### src/rtl/skid_pkg.sv
// Shared types for the 2-entry valid/ready skid buffer.
// State encoding and depth constant.
package skid_pkg;

  typedef enum logic [1:0] {
    EMPTY,
    BUSY,
    FULL
  } skid_state_t;

  localparam int SKID_DEPTH = 2;

endpackage

### src/rtl/skid_buffer_props.sv
// Handshake contract for the skid buffer boundary.
// Pure observer: assumptions on the producer, assertions on the buffer.
module skid_buffer_props
  import skid_pkg::*;
#(
  parameter int               WIDTH     = 8,
  parameter logic [WIDTH-1:0] FORBIDDEN = '1
) (
  input logic             clk,
  input logic             rst_n,
  input logic             in_valid,
  input logic             in_ready,
  input logic [WIDTH-1:0] in_data,
  input logic             out_valid,
  input logic             out_ready,
  input logic [WIDTH-1:0] out_data,
  input logic             full,
  input skid_state_t      state
);

  logic in_fire;
  logic out_fire;

  assign in_fire  = in_valid & in_ready;
  assign out_fire = out_valid & out_ready;

  am_in_hold: assume property (
    @(posedge clk) disable iff (!rst_n)
    in_valid && !in_ready |=> in_valid && $stable(in_data));

  am_in_legal: assume property (
    @(posedge clk) disable iff (!rst_n)
    in_valid |-> in_data != FORBIDDEN);

  a_out_stable: assert property (
    @(posedge clk) disable iff (!rst_n)
    out_valid && !out_ready |=> out_valid && $stable(out_data));

  a_out_legal: assert property (
    @(posedge clk) disable iff (!rst_n)
    out_valid |-> out_data != FORBIDDEN);

  a_full_excl: assert property (
    @(posedge clk) disable iff (!rst_n)
    !(full && in_ready));

  a_full_state: assert property (
    @(posedge clk) disable iff (!rst_n)
    full == (state == FULL));

  // One-cycle lookback: full in the previous cycle, drained now.
  c_full_drain: cover property (
    @(posedge clk) disable iff (!rst_n)
    $past(full) && out_fire);

  c_in_out_fire: cover property (
    @(posedge clk) disable iff (!rst_n)
    in_fire && out_fire);

endmodule

### src/rtl/skid_buffer_checked.sv
// 2-entry skid buffer with registered ready, valid and data.
// Carries its own boundary property checker.
module skid_buffer_checked
  import skid_pkg::*;
#(
  parameter int               WIDTH     = 8,
  parameter logic [WIDTH-1:0] FORBIDDEN = '1
) (
  input  logic             clk,
  input  logic             rst_n,
  input  logic             in_valid,
  output logic             in_ready,
  input  logic [WIDTH-1:0] in_data,
  output logic             out_valid,
  input  logic             out_ready,
  output logic [WIDTH-1:0] out_data,
  output logic             full
);

  skid_state_t      state_q, state_d;
  logic [WIDTH-1:0] out_data_q, out_data_d;
  logic [WIDTH-1:0] skid_q, skid_d;
  logic             out_valid_q, out_valid_d;
  logic             in_ready_q, in_ready_d;
  logic             full_q, full_d;
  logic             in_fire;
  logic             out_fire;

  assign in_fire  = in_valid & in_ready_q;
  assign out_fire = out_valid_q & out_ready;

  always_comb begin
    state_d     = state_q;
    out_data_d  = out_data_q;
    skid_d      = skid_q;
    out_valid_d = out_valid_q;
    in_ready_d  = in_ready_q;
    full_d      = full_q;
    unique case (state_q)
      EMPTY: begin
        if (in_fire) begin
          out_data_d  = in_data;
          out_valid_d = 1'b1;
          state_d     = BUSY;
        end
      end
      BUSY: begin
        if (in_fire && out_fire) begin
          out_data_d = in_data;
        end else if (in_fire) begin
          skid_d     = in_data;
          in_ready_d = 1'b0;
          full_d     = 1'b1;
          state_d    = FULL;
        end else if (out_fire) begin
          out_valid_d = 1'b0;
          state_d     = EMPTY;
        end
      end
      FULL: begin
        if (out_fire) begin
          out_data_d = skid_q;
          in_ready_d = 1'b1;
          full_d     = 1'b0;
          state_d    = BUSY;
        end
      end
      default: begin
        out_valid_d = 1'b0;
        in_ready_d  = 1'b1;
        full_d      = 1'b0;
        state_d     = EMPTY;
      end
    endcase
  end

  always_ff @(posedge clk or negedge rst_n) begin
    if (!rst_n) begin
      state_q     <= EMPTY;
      out_data_q  <= '0;
      skid_q      <= '0;
      out_valid_q <= 1'b0;
      in_ready_q  <= 1'b1;
      full_q      <= 1'b0;
    end else begin
      state_q     <= state_d;
      out_data_q  <= out_data_d;
      skid_q      <= skid_d;
      out_valid_q <= out_valid_d;
      in_ready_q  <= in_ready_d;
      full_q      <= full_d;
    end
  end

  assign in_ready  = in_ready_q;
  assign out_valid = out_valid_q;
  assign out_data  = out_data_q;
  assign full      = full_q;

  skid_buffer_props #(
    .WIDTH    (WIDTH),
    .FORBIDDEN(FORBIDDEN)
  ) u_props (
    .clk      (clk),
    .rst_n    (rst_n),
    .in_valid (in_valid),
    .in_ready (in_ready_q),
    .in_data  (in_data),
    .out_valid(out_valid_q),
    .out_ready(out_ready),
    .out_data (out_data_q),
    .full     (full_q),
    .state    (state_q)
  );

endmodule
### config.mk
export PLATFORM = sky130hd
export DESIGN_NAME = skid_buffer_checked
export DESIGN_NICKNAME = d
export VERILOG_FILES = /design/src/rtl/skid_pkg.sv /design/src/rtl/skid_buffer_props.sv /design/src/rtl/skid_buffer_checked.sv
export SDC_FILE = /design/constraint.sdc
export NUM_CORES = 1
export LEC_CHECK = 0
export CAP_MARGIN = 20
export CORE_ASPECT_RATIO = 1.2
export CORE_MARGIN = 2
export CORE_UTILIZATION = 40
export DETAILED_ROUTE_END_ITERATION = 12
export PLACE_DENSITY = 0.65
export SYNTH_ARGS = -nofsm -noshare
export SYNTH_HDL_FRONTEND = slang
export SYNTH_SLANG_ARGS = --single-unit
### constraint.sdc
create_clock -name clk -period 3.4 [get_ports clk]
set_clock_uncertainty 0.1 [all_clocks]
set_input_delay 0.68 -clock clk [delete_from_list [all_inputs] [get_ports clk]]
set_output_delay 0.68 -clock clk [all_outputs]
set_load 0.02 [all_outputs]
# Word level (Yosys, flattened, before mapping)
# Cells that the tools add are included.
dict set report word_totals {
  wordCells 50
  ff_bits 21
  input_bits 12
  out_inout_bits 11
}
dict set report op_classes {
  eq_ne 10
  n_reduce_logical 8
  muxes 21
  bitwise_logic 5
}
# cell count
set op_table {}
lappend op_table {{two-way mux 8 bit} 3}
lappend op_table {{case mux 8 bit (3 select lines)} 1}
lappend op_table {{!= test 2 bit, second input constant} 7}
lappend op_table {{AND reduction 4 bit} 3}
lappend op_table {{two-way mux 2 bit} 5}
lappend op_table {{case mux 1 bit (3 select lines)} 3}
lappend op_table {{two-way mux 1 bit} 8}
lappend op_table {{case mux 2 bit (3 select lines)} 1}
lappend op_table {{AND reduction 5 bit} 1}
lappend op_table {{!= test 3 bit, second input constant} 1}
lappend op_table {{NOT 1 bit} 3}
lappend op_table {{AND reduction 3 bit} 1}
lappend op_table {{nonzero test 3 bit} 1}
lappend op_table {{AND 1 bit} 2}
lappend op_table {{equality test 2 x 1 -> 1 bit, second input constant} 1}
lappend op_table {{equality test 2 bit, second input constant} 1}
lappend op_table {{zero test 2 bit} 1}
lappend op_table {{logical AND 1 bit} 1}

# Longest topological paths before layout
# Gate-level depths: netlist of the first run.
dict set report depth {
  word_depth 5
  mapped_depth 5
  mapped_depth_nobuf 3
}

# Worst setup path before layout of the first run
# Ideal clock, no wire load.
dict set report synth_timing {
  path_type {input to register}
  from {in out_ready}
  to {reg out_data_q[0], in the netlist out_data[0]}
  t_arrival_ns 1.531
  slack_ns 1.645
  cell_stages 3
  setup_ns 0.125
  t_required_ns 3.175
  n_path_buf 0
  path_cell_list {a21boi_2 -> o32ai_4 -> mux2_2}
}
dict set report synth_via {
  elab_chain_len 4
  elab_cells_between_ends 5
  cone_classes {eq/ne: 2; bitwise: 1; reduce/logical: 2}
}
# item line_no
set synth_lines {}
lappend synth_lines {{from (decl)} skid_buffer_checked.sv:15} ;# input logic out_ready,
lappend synth_lines {{AND 1 bit *} --}
lappend synth_lines {{logical AND 1 bit} skid_buffer_checked.sv:48} ;# if (in_fire && out_fire) begin
lappend synth_lines {{!= test 2 bit (no source line)} --}
lappend synth_lines {{AND reduction 4 bit (no source line) *} --}
lappend synth_lines {{to (signal assigned)} skid_buffer_checked.sv:87} ;# out_data_q <= out_data_d;
lappend synth_lines {{to (decl)} skid_buffer_checked.sv:21} ;# logic [WIDTH-1:0] out_data_q, out_data_d;
# Every way passes the cells marked *; elsewhere a longest branch is shown, timed or not.
# A chain may end at the register's enable or synchronous reset.

# Final worst setup path of the first run
dict set report layout_timing {
  from {reg in_ready_q, in the netlist in_ready}
  to {out in_ready}
}
# item line_no
set layout_rtl {}
lappend layout_rtl {{from (decl)} skid_buffer_checked.sv:24} ;# logic in_ready_q, in_ready_d;
lappend layout_rtl {{from (signal assigned)} skid_buffer_checked.sv:90} ;# in_ready_q <= in_ready_d;
lappend layout_rtl {{to (decl)} skid_buffer_checked.sv:12} ;# output logic in_ready,
# No word-level cell between the ends.

==> metrics.yaml, run 1 <==
viasPerCell: 5.136
endpoint: "in_ready"
slowest_stage: "clkdlybuf4s50_1"
finalCritPeriodShare_pct: 66.63
min_period_ns: 2.266
reg2reg_depth: 3
cts-root-buf: "clkbuf_4"
cp-start-kind: "flip-flop"
reg2reg_slack_ns: 1.64
layout_common_cells: "mux2_2, clkdlybuf4s50_1, dfrtp_1"
drv_slew: 0
nFillCells: 216
start_util_pct: 42.54
yosysTopAreaCell: "dfrtp_1"
synthDistinctLibCells: 24
path_cells: "clkdlybuf4s50_1"
pre_cts_slack_ns: 0.9253
peakVddDrop_mv: 0.3954
syn_area_um2: 980.9
seq_area_frac_synth_pct: 53.70
cts_max_level: 1
worstSetupEndpointType: "output port"
yosys_warnings: 0
ys_ff_latch: 21
syn2layout_area_growth_pct: 28.70
crit_path_start: "in_ready$_DFFE_PN1P_"
crit_type: "flip-flop to output port"
cts-resized-gates: 0
dieArea_um2: 2866
syn-instance-count: 69
maxCapViolCount: 0
drtIter0Drc: 6
layout_commonest_cell: "mux2_2"
crit_fanout: 6
globalRouteTotalUtil_pct: 14.09
final_antenna_net_count: 0
p_leak_nw: 0.5636
setup_tns_ns: 0
rsz0062_at_grt: "no"
die_w_um: 49.21
reg2reg_to: "out_data[6]$_DFFE_PN0P_"
tightestPinTransition_ns: 0.4773
synth_fa_ha_area_share_pct: 0
r2r_start: "in_ready$_DFFE_PN1P_"
critPathArrivalTime_ns: 1.49
synth_top_family_by_area: "multiplexers"
setup_viol: 0
hp-class: "flip-flop to flip-flop"
place_congestion: 0.6987
tritoncts: "yes"
synth.avg_cell_area_um2: 14.22
drc: 0
cts.path.max_buffers: 2
core_area_um2: 2306
antenna_found_initial: 0
drive_above_1_share_pct: 34.04
grt_max_degree: 22
synth-compound-area-share_pct: 10.33
fin_nets: 107
post_cts_buffers: 0
avgRoutedWirePerCell_um: 13.82
hold_viol: 0
worst-path-buf-inv: 1
synth-simple-area-share_pct: 4.719
yosys.area.top_type_share_pct: 51.02
max_stage_delay_ns: 0.61
synthMuxAreaShare_pct: 28.57
routed_wirelength_um: 1727
vias: 642
worstPathRequired_ns: 2.62
overflow: 0
dp_hpwl_um: 1235
ioPinCount: 23
cts.sinks: 21
dr.pass1.iters: 4
synth_xor_area_share_pct: 0
syn_nets: 81
fmax_mhz: 441.4
numCtsBuffers: 3
fin_ws_ns: 1.134
status: "completed"
insertedDiodeCount: 0
powerDensity_nw_per_um2: 562.8
clk_pin_slew_ns: 0.11
port_buffers: 22
clk_latency_ns: 0.31
postCtsHoldBufs: 0
fp-row-count: 19
relSlewSlack_pct: 68.18
path_depth: 1
critical_path.top_delay_family: "buffers and inverters"
grt_pass1_wl_um: 2987
netlist_top_cells_area: "dfrtp_1, mux2_2, o32ai_4"
first_global_vias: 667
die_h_um: 58.25
[sequential cells by signal (all words and copies together) (netlist names)]
| register | count |
|---|---|
| out_data | 8 |
| skid_q | 8 |
| state_q | 2 |
| full | 1 |
| in_ready | 1 |
| out_valid | 1 |
[logic make-up after synthesis]
group           count (synthesis)
mux                            25
flops                          21
compound gates                 11
simple gates                    8
buf+inv                         4
[final cells by class]
class                      count  area, um^2  share of cell area, %
clock buffer                   4       26.28                  2.081
inverter                       2       7.507                 0.5946
multi-input combinational     44       427.9                  33.89
sequential                    21       526.8                  41.72
tap                           31       38.79                  3.072
timing repair buffer          23       235.2                  18.63
[metal layers]
metal | GRT usage (%) | part of all wire (%) | vias to the layer above
met5 | 0 | 0 | -
met4 | 9.796 | 2.5 | 0
met3 | 2.062 | 4.1 | 5
met2 | 22.78 | 50 | 18
met1 | 17.39 | 43 | 318
li1 | - | - | 301
[synth_stat cells]
cell and number:
o32ai_1 1, nand2b_1 1, nand2_1 2, o32ai_4 1, a21oi_1 1, buf_4 1, and3b_1 1, mux2_2 24
o32a_1 1, a211o_1 1, dfstp_2 1, and2b_1 1, inv_1 2, a21boi_2 1, nor2_1 1, dfrtp_1 20
mux2i_1 1, buf_6 1, o21ai_0 2, nand2_2 1, o22ai_1 1, and2_1 1, a31oi_1 1, a21boi_0 1
[worst min path at each step]
| stage | slack, ns | cells past startpoint | endpoint | from |
|---|---|---|---|---|
| 2_1_floorplan | 0.28 | 0 | full$_DFFE_PN0P_ | rst_n |
| 3_3_place_gp | 0.38 | 1 | skid_q[3]$_DFFE_PN0P_ | skid_q[3]$_DFFE_PN0P_ |
| 3_5_place_dp | 0.39 | 1 | skid_q[4]$_DFFE_PN0P_ | skid_q[4]$_DFFE_PN0P_ |
| 4_1_cts | 0.42 | 1 | skid_q[2]$_DFFE_PN0P_ | skid_q[2]$_DFFE_PN0P_ |
| 5_1_grt | 0.44 | 1 | skid_q[0]$_DFFE_PN0P_ | skid_q[0]$_DFFE_PN0P_ |
| 6_report | 0.41 | 1 | skid_q[6]$_DFFE_PN0P_ | skid_q[6]$_DFFE_PN0P_ |
[report_power, final]
part	internal (mW)	total (mW)	leakage, nW	switching (mW)
sequential	0.319	0.351	0.265	0.0327
combinational	0.139	0.238	0.283	0.0988
clock	0.0458	0.122	0.0150	0.0758
total	0.503	0.711	0.564	0.207
[stage by stage]
| step | util [%] | total power [mW] | std cells | hold WS, ns | instance area (um^2) |
|---|---|---|---|---|---|
| 2_1_floorplan | - | 0.4728 | 69 | 0.2844 | 980.9 |
| 3_3_place_gp | 52.96 | 0.5919 | 120 | 0.3822 | 1221 |
| 3_5_place_dp | 52.96 | 0.5954 | 120 | 0.3928 | 1221 |
| 4_1_cts | 54.10 | 0.7238 | 124 | 0.4215 | 1247 |
| 5_1_grt | 54.75 | 0.7559 | 125 | 0.4385 | 1262 |
| 6_report | 54.75 | 0.7105 | 125 | 0.4132 | 1262 |
(Power assumes the default switching activity.)
==> run 2, diff against run 1 <==
--- a/config.mk
+++ b/config.mk
@@ -10,7 +10,7 @@
 export CORE_MARGIN = 2
 export CORE_UTILIZATION = 40
 export DETAILED_ROUTE_END_ITERATION = 12
-export PLACE_DENSITY = 0.65
+export PLACE_DENSITY = 0.68
 export SYNTH_ARGS = -nofsm -noshare
 export SYNTH_HDL_FRONTEND = slang
 export SYNTH_SLANG_ARGS = --single-unit
==> constraint.sdc (replaced) <==
create_clock -name clk -period 2 [get_ports clk]
set_clock_uncertainty 0.1 [all_clocks]
set_input_delay 0.4 -clock clk [delete_from_list [all_inputs] [get_ports clk]]
set_output_delay 0.4 -clock clk [all_outputs]
set_load 0.02 [all_outputs]
==> metrics.yaml, run 2 (same netlist as run 1, synthesis figures left out) <==
postCtsHoldBufs: 0  # unchanged
cts-root-buf: "clkbuf_4"
routed_wirelength_um: 1772  # +2.6%
p_leak_nw: 0.6049  # +7.3%
powerDensity_nw_per_um2: 924.9  # +64%
drive_above_1_share_pct: 39.60  # +5.6 points
syn2layout_area_growth_pct: 33.29
antenna_found_initial: 0  # unchanged
dp_hpwl_um: 1297  # +5.0%
reg2reg_slack_ns: 0.30  # -1.34 ns
die_h_um: 58.25  # unchanged
port_buffers: 22  # unchanged
avgRoutedWirePerCell_um: 13.42  # -2.8%
grt_max_degree: 22  # unchanged
r2r_start: "state_q[0]$_DFFE_PN0P_"
reg2reg_depth: 3  # unchanged
numCtsBuffers: 3  # unchanged
crit_fanout: 6  # unchanged
cp-start-kind: "flip-flop"
maxCapViolCount: 0  # unchanged
critical_path.top_delay_family: "buffers and inverters"
die_w_um: 49.21  # unchanged
ioPinCount: 23  # unchanged
place_congestion: 0.7662  # +9.7%
layout_common_cells: "mux2_2, clkdlybuf4s50_1, dfrtp_1"
worstPathRequired_ns: 1.50  # -1.12 ns
overflow: 0  # unchanged
drc: 0  # unchanged
start_util_pct: 42.54  # unchanged
viasPerCell: 5.121  # -0.29%
vias: 676  # +5.3%
worst-path-buf-inv: 1  # unchanged
cts.path.max_buffers: 2  # unchanged
globalRouteTotalUtil_pct: 15.18  # +1.1 points
fin_nets: 114  # +6.5%
tightestPinTransition_ns: 0.3021  # -0.1753 ns
tritoncts: "yes"
slowest_stage: "clkdlybuf4s50_1"
insertedDiodeCount: 0  # unchanged
dr.pass1.iters: 3  # -1
reg2reg_to: "out_data[5]$_DFFE_PN0P_"
cts.sinks: 21  # unchanged
clk_pin_slew_ns: 0.13  # +0.02 ns
fp-row-count: 19  # unchanged
drtIter0Drc: 1  # -5
nFillCells: 213  # -1.4%
worstSetupEndpointType: "output port"
peakVddDrop_mv: 0.6062  # +53%
first_global_vias: 752  # +13%
setup_viol: 0  # unchanged
finalCritPeriodShare_pct: 94.89
path_cells: "clkdlybuf4s50_1"
hp-class: "input pin to asynchronous set/reset pin"
layout_commonest_cell: "mux2_2"
multi_input_area_um2: 427.9  # unchanged
crit_type: "flip-flop to output port"
relSlewSlack_pct: 79.86  # +12 points
setup_tns_ns: 0  # unchanged
final_antenna_net_count: 0  # unchanged
grt_pass1_wl_um: 3318  # +11%
hold_viol: 0  # unchanged
final_util_pct: 56.70  # +2.0 points
critPathArrivalTime_ns: 1.40  # -0.09 ns
fmax_mhz: 526.9
max_stage_delay_ns: 0.64  # +0.03 ns
status: "completed"
rsz0062_at_grt: "no"
min_period_ns: 1.898
drv_slew: 0  # unchanged
clk_latency_ns: 0.30  # about the same
dieArea_um2: 2866  # unchanged
post_cts_buffers: 0  # unchanged
area.sequential_um2: 526.8  # unchanged
core_area_um2: 2306  # unchanged
cts_max_level: 1  # unchanged
run 2: changes by cell type in the layout (fill, tap and decap cells not counted), sizes merged:
cell           previous run  this run
clkdlybuf4s50            22        21
clkinv                    0         1
clkbuf                    4         3
buf                       1         8
dlygate4sd2               0         1
run 2: per-layer routing:
metal | global-route usage [%] | wire [um] | vias to the layer above
met5 | 0 | 0 | -
met1 | 19.00 | 765 | 341
met2 | 23.75 | 896 | 16
met4 | 8.980 | 19 | 0
li1 | - | - | 317
met3 | 3.866 | 90 | 2
run 2: worst max-delay path by stage:
stage                                startpoint                      end  slack [ns]  depth (start not counted)
final                     out_valid$_DFFE_PN0P_                out_valid        0.10                          1
after global placement                 in_valid  out_data[6]$_DFFE_PN0P_        0.02                          5
after floorplan            in_ready$_DFFE_PN1P_  out_data[0]$_DFFE_PN0P_        0.30                          3
after detailed placement               in_valid  out_data[5]$_DFFE_PN0P_      -0.002                          5
after global routing      out_valid$_DFFE_PN0P_                out_valid        0.01                          1
after CTS                 out_valid$_DFFE_PN0P_                out_valid        0.08                          1
run 2: power by group:
| group | total (mW) | leakage [nW] | switching [mW] | internal (mW) |
|---|---|---|---|---|
| logic | 0.403 | 0.322 | 0.167 | 0.236 |
| clock network | 0.207 | 0.0177 | 0.133 | 0.0745 |
| registers | 0.599 | 0.265 | 0.0575 | 0.542 |
run 2: cell type report:
| cell class | count | share of cell area, % |
|---|---|---|
| Inverter | 2 | 0.5742 |
| Clock inverter | 1 | 0.3828 |
| Tap cell | 31 | 2.967 |
| Clock buffer | 3 | 1.722 |
| Sequential cell | 21 | 40.29 |
| Timing Repair Buffer | 30 | 21.34 |
| Multi-Input combinational cell | 44 | 32.73 |
run 2: metrics by stage:
stage / hold WS, ns / total power, mW / worst slack (ns) / area [um^2] / instances
after global routing: 0.3202 / 1.289 / 0.01417 / 1308 / 132
after global placement: 0.3838 / 1.009 / 0.02478 / 1281 / 128
after detailed placement: 0.3909 / 1.013 / -0.001827 / 1281 / 128
after floorplan: 0.004409 / 0.8038 / 0.2997 / 980.9 / 69
final: 0.3175 / 1.209 / 0.1022 / 1308 / 132
after CTS: 0.3188 / 1.226 / 0.07607 / 1308 / 132
run 2: repair_timing:
action                                  in CTS  in global routing
endpoints found under the setup margin       1                  0
endpoints found under the hold margin        0                  0
gates resized for setup                      1                  0
==> run 3, diff against run 2 <==
--- a/config.mk
+++ b/config.mk
@@ -8,9 +8,9 @@
 export CAP_MARGIN = 20
 export CORE_ASPECT_RATIO = 1.2
 export CORE_MARGIN = 2
-export CORE_UTILIZATION = 40
+export CORE_UTILIZATION = 38
 export DETAILED_ROUTE_END_ITERATION = 12
-export PLACE_DENSITY = 0.68
+export PLACE_DENSITY = 0.63
 export SYNTH_ARGS = -nofsm -noshare
 export SYNTH_HDL_FRONTEND = slang
 export SYNTH_SLANG_ARGS = --single-unit
==> constraint.sdc (replaced) <==
create_clock -name clk -period 2.2 [get_ports clk]
set_clock_uncertainty 0.1 [all_clocks]
set_input_delay 0.44 -clock clk [delete_from_list [all_inputs] [get_ports clk]]
set_output_delay 0.44 -clock clk [all_outputs]
set_load 0.02 [all_outputs]
==> metrics.yaml, run 3 (same netlist as run 1, synthesis figures left out) <==
crit_fanout: 6  # unchanged
post_cts_buffers: 0  # unchanged
insertedDiodeCount: 0  # unchanged
rsz0062_at_grt: "no"
core_area_um2: 2502  # +8.5%
routed_wirelength_um: 1752  # -1.1%
hp-class: "input pin to asynchronous set/reset pin"
powerDensity_nw_per_um2: 854.7  # -7.6%
fin_ws_ns: 0.1718  # +0.06959 ns
path_cells: "clkdlybuf4s50_1"
stdcell_area_um2: 1287  # -1.5%
maxCapViolCount: 0  # unchanged
ioPinCount: 23  # unchanged
die_w_um: 50.38  # +2.4%
reg2reg_to: "out_data[4]$_DFFE_PN0P_"
setup_tns_ns: 0  # unchanged
min_period_ns: 2.028
p_leak_nw: 0.5822  # -3.7%
power.total_mw: 1.100  # -9.0%
cp-start-kind: "flip-flop"
peakVddDrop_mv: 0.4504  # -26%
area.sequential_um2: 526.8  # unchanged
reg2reg_depth: 3  # unchanged
clk_latency_ns: 0.31  # about the same
drc: 0  # unchanged
place_inst: 127  # -0.78%
fin_nets: 111  # -2.6%
fmax_mhz: 493.1
drv_slew: 0  # unchanged
final_antenna_net_count: 0  # unchanged
globalRouteTotalUtil_pct: 13.99  # -1.2 points
hold_viol: 0  # unchanged
placed_cell_area_um2: 1261  # -1.6%
finalCritPeriodShare_pct: 92.19
overflow: 0  # unchanged
viasPerCell: 4.977  # -2.8%
worstSetupEndpointType: "output port"
cts-root-buf: "clkbuf_4"
cts-resized-gates: 0  # -1
reg2reg_slack_ns: 0.47  # +0.17 ns
pre_cts_slack_ns: 0.09965  # +0.1015 ns
slowest_stage: "clkdlybuf4s50_1"
fp-row-count: 20  # +1
cts_max_level: 1  # unchanged
endpoint: "in_ready"
critical_path.top_delay_family: "buffers and inverters"
vias: 652  # -3.6%
r2r_start: "state_q[0]$_DFFE_PN0P_"
numCtsBuffers: 3  # unchanged
postCtsHoldBufs: 0  # unchanged
status: "completed"
tritoncts: "yes"
worstPathRequired_ns: 1.66  # +0.16 ns
max_stage_delay_ns: 0.61  # -0.03 ns
antenna_found_initial: 0  # unchanged
layout_common_cells: "mux2_2, clkdlybuf4s50_1, dfrtp_1"
nFillCells: 228  # +7.0%
dp_hpwl_um: 1269  # -2.2%
syn2layout_area_growth_pct: 31.25
drive_above_1_share_pct: 36.73  # -2.9 points
cts.sinks: 21  # unchanged
port_buffers: 22  # unchanged
grt_pass1_wl_um: 3098  # -6.6%
clk_pin_slew_ns: 0.11  # -0.02 ns
first_global_vias: 688  # -8.5%
avgRoutedWirePerCell_um: 13.37  # -0.37%
crit_path_start: "in_ready$_DFFE_PN1P_"
tightestPinTransition_ns: 0.3367  # +0.03465 ns
multi_input_area_um2: 427.9  # unchanged
setup_viol: 0  # unchanged
drtIter0Drc: 0  # -1
grt_max_degree: 14  # -36%
path_depth: 1  # unchanged
finalNonFillerCells: 131  # -0.76%
place_congestion: 0.7450  # -2.8%
layout_commonest_cell: "mux2_2"
die_h_um: 59.66  # +2.4%
dieArea_um2: 3005  # +4.9%
dr.pass1.iters: 1  # -2
cts.path.max_buffers: 2  # unchanged
start_util_pct: 39.20  # -3.3 points
worst-path-buf-inv: 1  # unchanged
relSlewSlack_pct: 77.55  # -2.3 points
critPathArrivalTime_ns: 1.49  # +0.09 ns
crit_type: "flip-flop to output port"
==> run 3: layout make-up <==
cell class | instances | area share, %
sequential | 21 | 40.91
multi-input combinational | 44 | 33.24
timing repair buffer | 27 | 20.02
tap | 33 | 3.207
clock buffer | 4 | 2.041
inverter | 2 | 0.5831
==> run 3: power by group <==
part	internal [mW]	total (mW)	switching (mW)
Clock	0.0708	0.186	0.115
Combinational	0.215	0.368	0.153
Sequential	0.493	0.547	0.0544
==> run 3: how the worst min path moves through the flow <==
stage,to,cells after the start
after detailed placement,skid_q[2]$_DFFE_PN0P_,1
after floorplan,full$_DFFE_PN0P_,0
final,full$_DFFE_PN0P_,1
after global routing,full$_DFFE_PN0P_,1
after CTS,full$_DFFE_PN0P_,1
after global placement,skid_q[7]$_DFFE_PN0P_,1
==> run 3: routing by layer <==
metal  GRT usage [%]  wire length (um)
met1           18.08               822
met4           8.108                40
met2           22.37               818
met3           2.250                69
met5               0                 0
==> run 3: per-stage QoR <==
step / utilization, % / hold slack, ns
3_3_place_gp: 50.40 / 0.3828
5_1_grt: 51.45 / 0.1705
4_1_cts: 51.45 / 0.1857
6_report: 51.45 / 0.1949
3_5_place_dp: 50.40 / 0.3918
2_1_floorplan: - / 0.04441
==> variant (settings of run 2) <==
Make the reset (`rst_n`) synchronous in one clocked block.
--- a/src/rtl/skid_buffer_checked.sv
+++ b/src/rtl/skid_buffer_checked.sv
@@ -74,7 +74,7 @@
     endcase
   end
 
-  always_ff @(posedge clk or negedge rst_n) begin
+  always_ff @(posedge clk) begin
     if (!rst_n) begin
       state_q     <= EMPTY;
       out_data_q  <= '0;
Check against the original RTL: differs if rst_n is asserted again (counterexample within 4 cycles, from zero or initial values and one cycle with rst_n low); with rst_n held inactive, the same outputs for 10 cycles.
==> variant against run 2 <==
- routed wire length grew 25%
- via count up 29%
- non-clock buffer count increased by 2
- total power fell by 12%
- count of clock-buffer cells in the layout rose by 1
- final cell count grew 25%
- setup slack improved by 0.0072 ns
- final area increased by 7.9%
- area after synthesis up 12%
- global-route usage is 1.1 points higher
- first-iteration DRC count grew to 5.0 times the old value
- sequential cell count is the same
- sequential power is 17% lower
- critical endpoint unchanged
- highest routed layer unchanged
==> variant: results (changes against run 2) <==
| Metric | Value |
|---|---|
| Status | `finished clean (unchanged)` |
| Top cells by count, synth | `dfxtp_1, nand2_1, mux2i_1 (was mux2_2, dfrtp_1, inv_1, nand2_1, o21ai_0)` |
| First-pass GRT wire length | `3864 um (was 3318 um)` |
| Comb. pwr | `0.354 mW (was 0.403 mW)` |
| Setup WS pre-CTS | `-0.1028 ns (was -0.001827 ns)` |
| Worst r2r dst | `out_data[2] (was out_data[5])` |
| Placement Cell Area | `0.001385 mm^2 (was 0.001281 mm^2)` |
| Syn_area_per_cell | `10.50 um^2 (was 14.22 um^2)` |
| P_leak | `0.5707 nW (was 0.6049 nW)` |
| Top post-synthesis cells by area | `dfxtp_1, mux2i_1, a2111oi_2 (was dfrtp_1, mux2_2, o32ai_4)` |
| Final WL | `2220 um (was 1772 um)` |
| Post-CTS Resized | `0 (was 1)` |
| Final #Nets | `145 (was 114)` |
| Seq pwr share | `46.9% (was 49.5%)` |
| Routability Congestion | `0.7701 (was 0.7662)` |
| Dpl hpwl | `1636 um (was 1297 um)` |
| Reg-to-reg startpoint | `state_q[1] (was state_q[0])` |
| DP Cell Count | `161 (was 128)` |
| Maximum VDD drop | `0.4132 mV (was 0.6062 mV)` |
| Syn Nets | `117 (was 81)` |
| Largest net degree at the start of global routing | `19 (was 22)` |
| Critical path peak fanout | `7 (was 6)` |
| DR iter-0 viols | `5 (was 1)` |
| Post-synth cell types | `30 (was 24)` |
| Final setup margin | `0.1094 ns (was 0.1022 ns)` |
| Final Instance Area | `0.001411 mm^2 (was 0.001308 mm^2)` |
| Via Count | `870 (was 676)` |
| All-Layer GR Usage | `16.24% (was 15.18%)` |
| Worst Hold Class | `reg2reg (was in2async)` |
| Max-slew headroom at the worst pin | `62.20% (was 79.86%)` |
| Asr flop ratio synth | `0% (was 100.0%)` |
| 1st-pass router iterations | `4 (was 3)` |
| Wire length per cell | `13.45 um (was 13.42 um)` |
| Layout cells sized above 1 | `22.73% (was 39.60%)` |
| Seq/Total Area, Yosys | `38.14% (was 53.70%)` |
| FF-to-FF path depth | `3 (unchanged)` |
| Initial antenna violation count | `0 (unchanged)` |
| Worst Setup SP | `out_valid (unchanged)` |
==> variant: cell count changes after synthesis, moves of 3 or more <==
cell and delta:
mux2_2 -24, a211oi_2 +8, dfxtp_1 +21, nand2_1 +17, buf_2 +3, dfrtp_1 -20, a2111oi_2 +8, mux2i_1 +15
==> variant: final cells by class <==
type                            count  area (um^2)
Inverter                            2        7.507
Clock buffer                        4        26.28
Timing Repair Buffer               32        295.3
Fill cell                         227         1166
Multi-Input combinational cell     73        620.6
Sequential cell                    21        420.4
Tap cell                           33        41.29
==> variant: layer usage <==
layer	vias up	global-route usage (%)	wire length, um
met5	-	0	0
met4	0	7.895	21
met3	2	2.427	61
met2	13	28.21	1096
met1	411	19.61	1041
li1	444	-	-
==> variant: worst min-delay path by stage <==
stage,startpoint,depth (start not counted),end
3_3_place_gp,skid_q[4],2,skid_q[4]
3_5_place_dp,skid_q[7],2,skid_q[7]
6_report,skid_q[7],2,skid_q[7]
4_1_cts,skid_q[7],2,skid_q[7]
2_1_floorplan,skid_q[0],2,skid_q[0]
5_1_grt,skid_q[5],2,skid_q[5]
==> variant: kinds of logic (layout without fill, tap and decap cells) <==
group | after synthesis | count (layout) | synth area share [%]
AND/OR/NAND/NOR | 28 | 28 | 13.17
multiplexers | 16 | 16 | 14.53
flip-flops | 21 | 21 | 38.14
AO/OA/AOI/OAI | 29 | 29 | 28.61
buffers and inverters | 11 | 38 | 5.561
==> variant: per-stage QoR <==
stage	power (mW)	utilization, %	hold WS (ns)
finish	1.060	54.76	0.3643
global route	1.128	54.76	0.3826
CTS	1.072	54.76	0.3678
detailed placement	0.8641	53.74	0.3515
global placement	0.8593	53.74	0.3414
floorplan	0.7336	-	0.3341
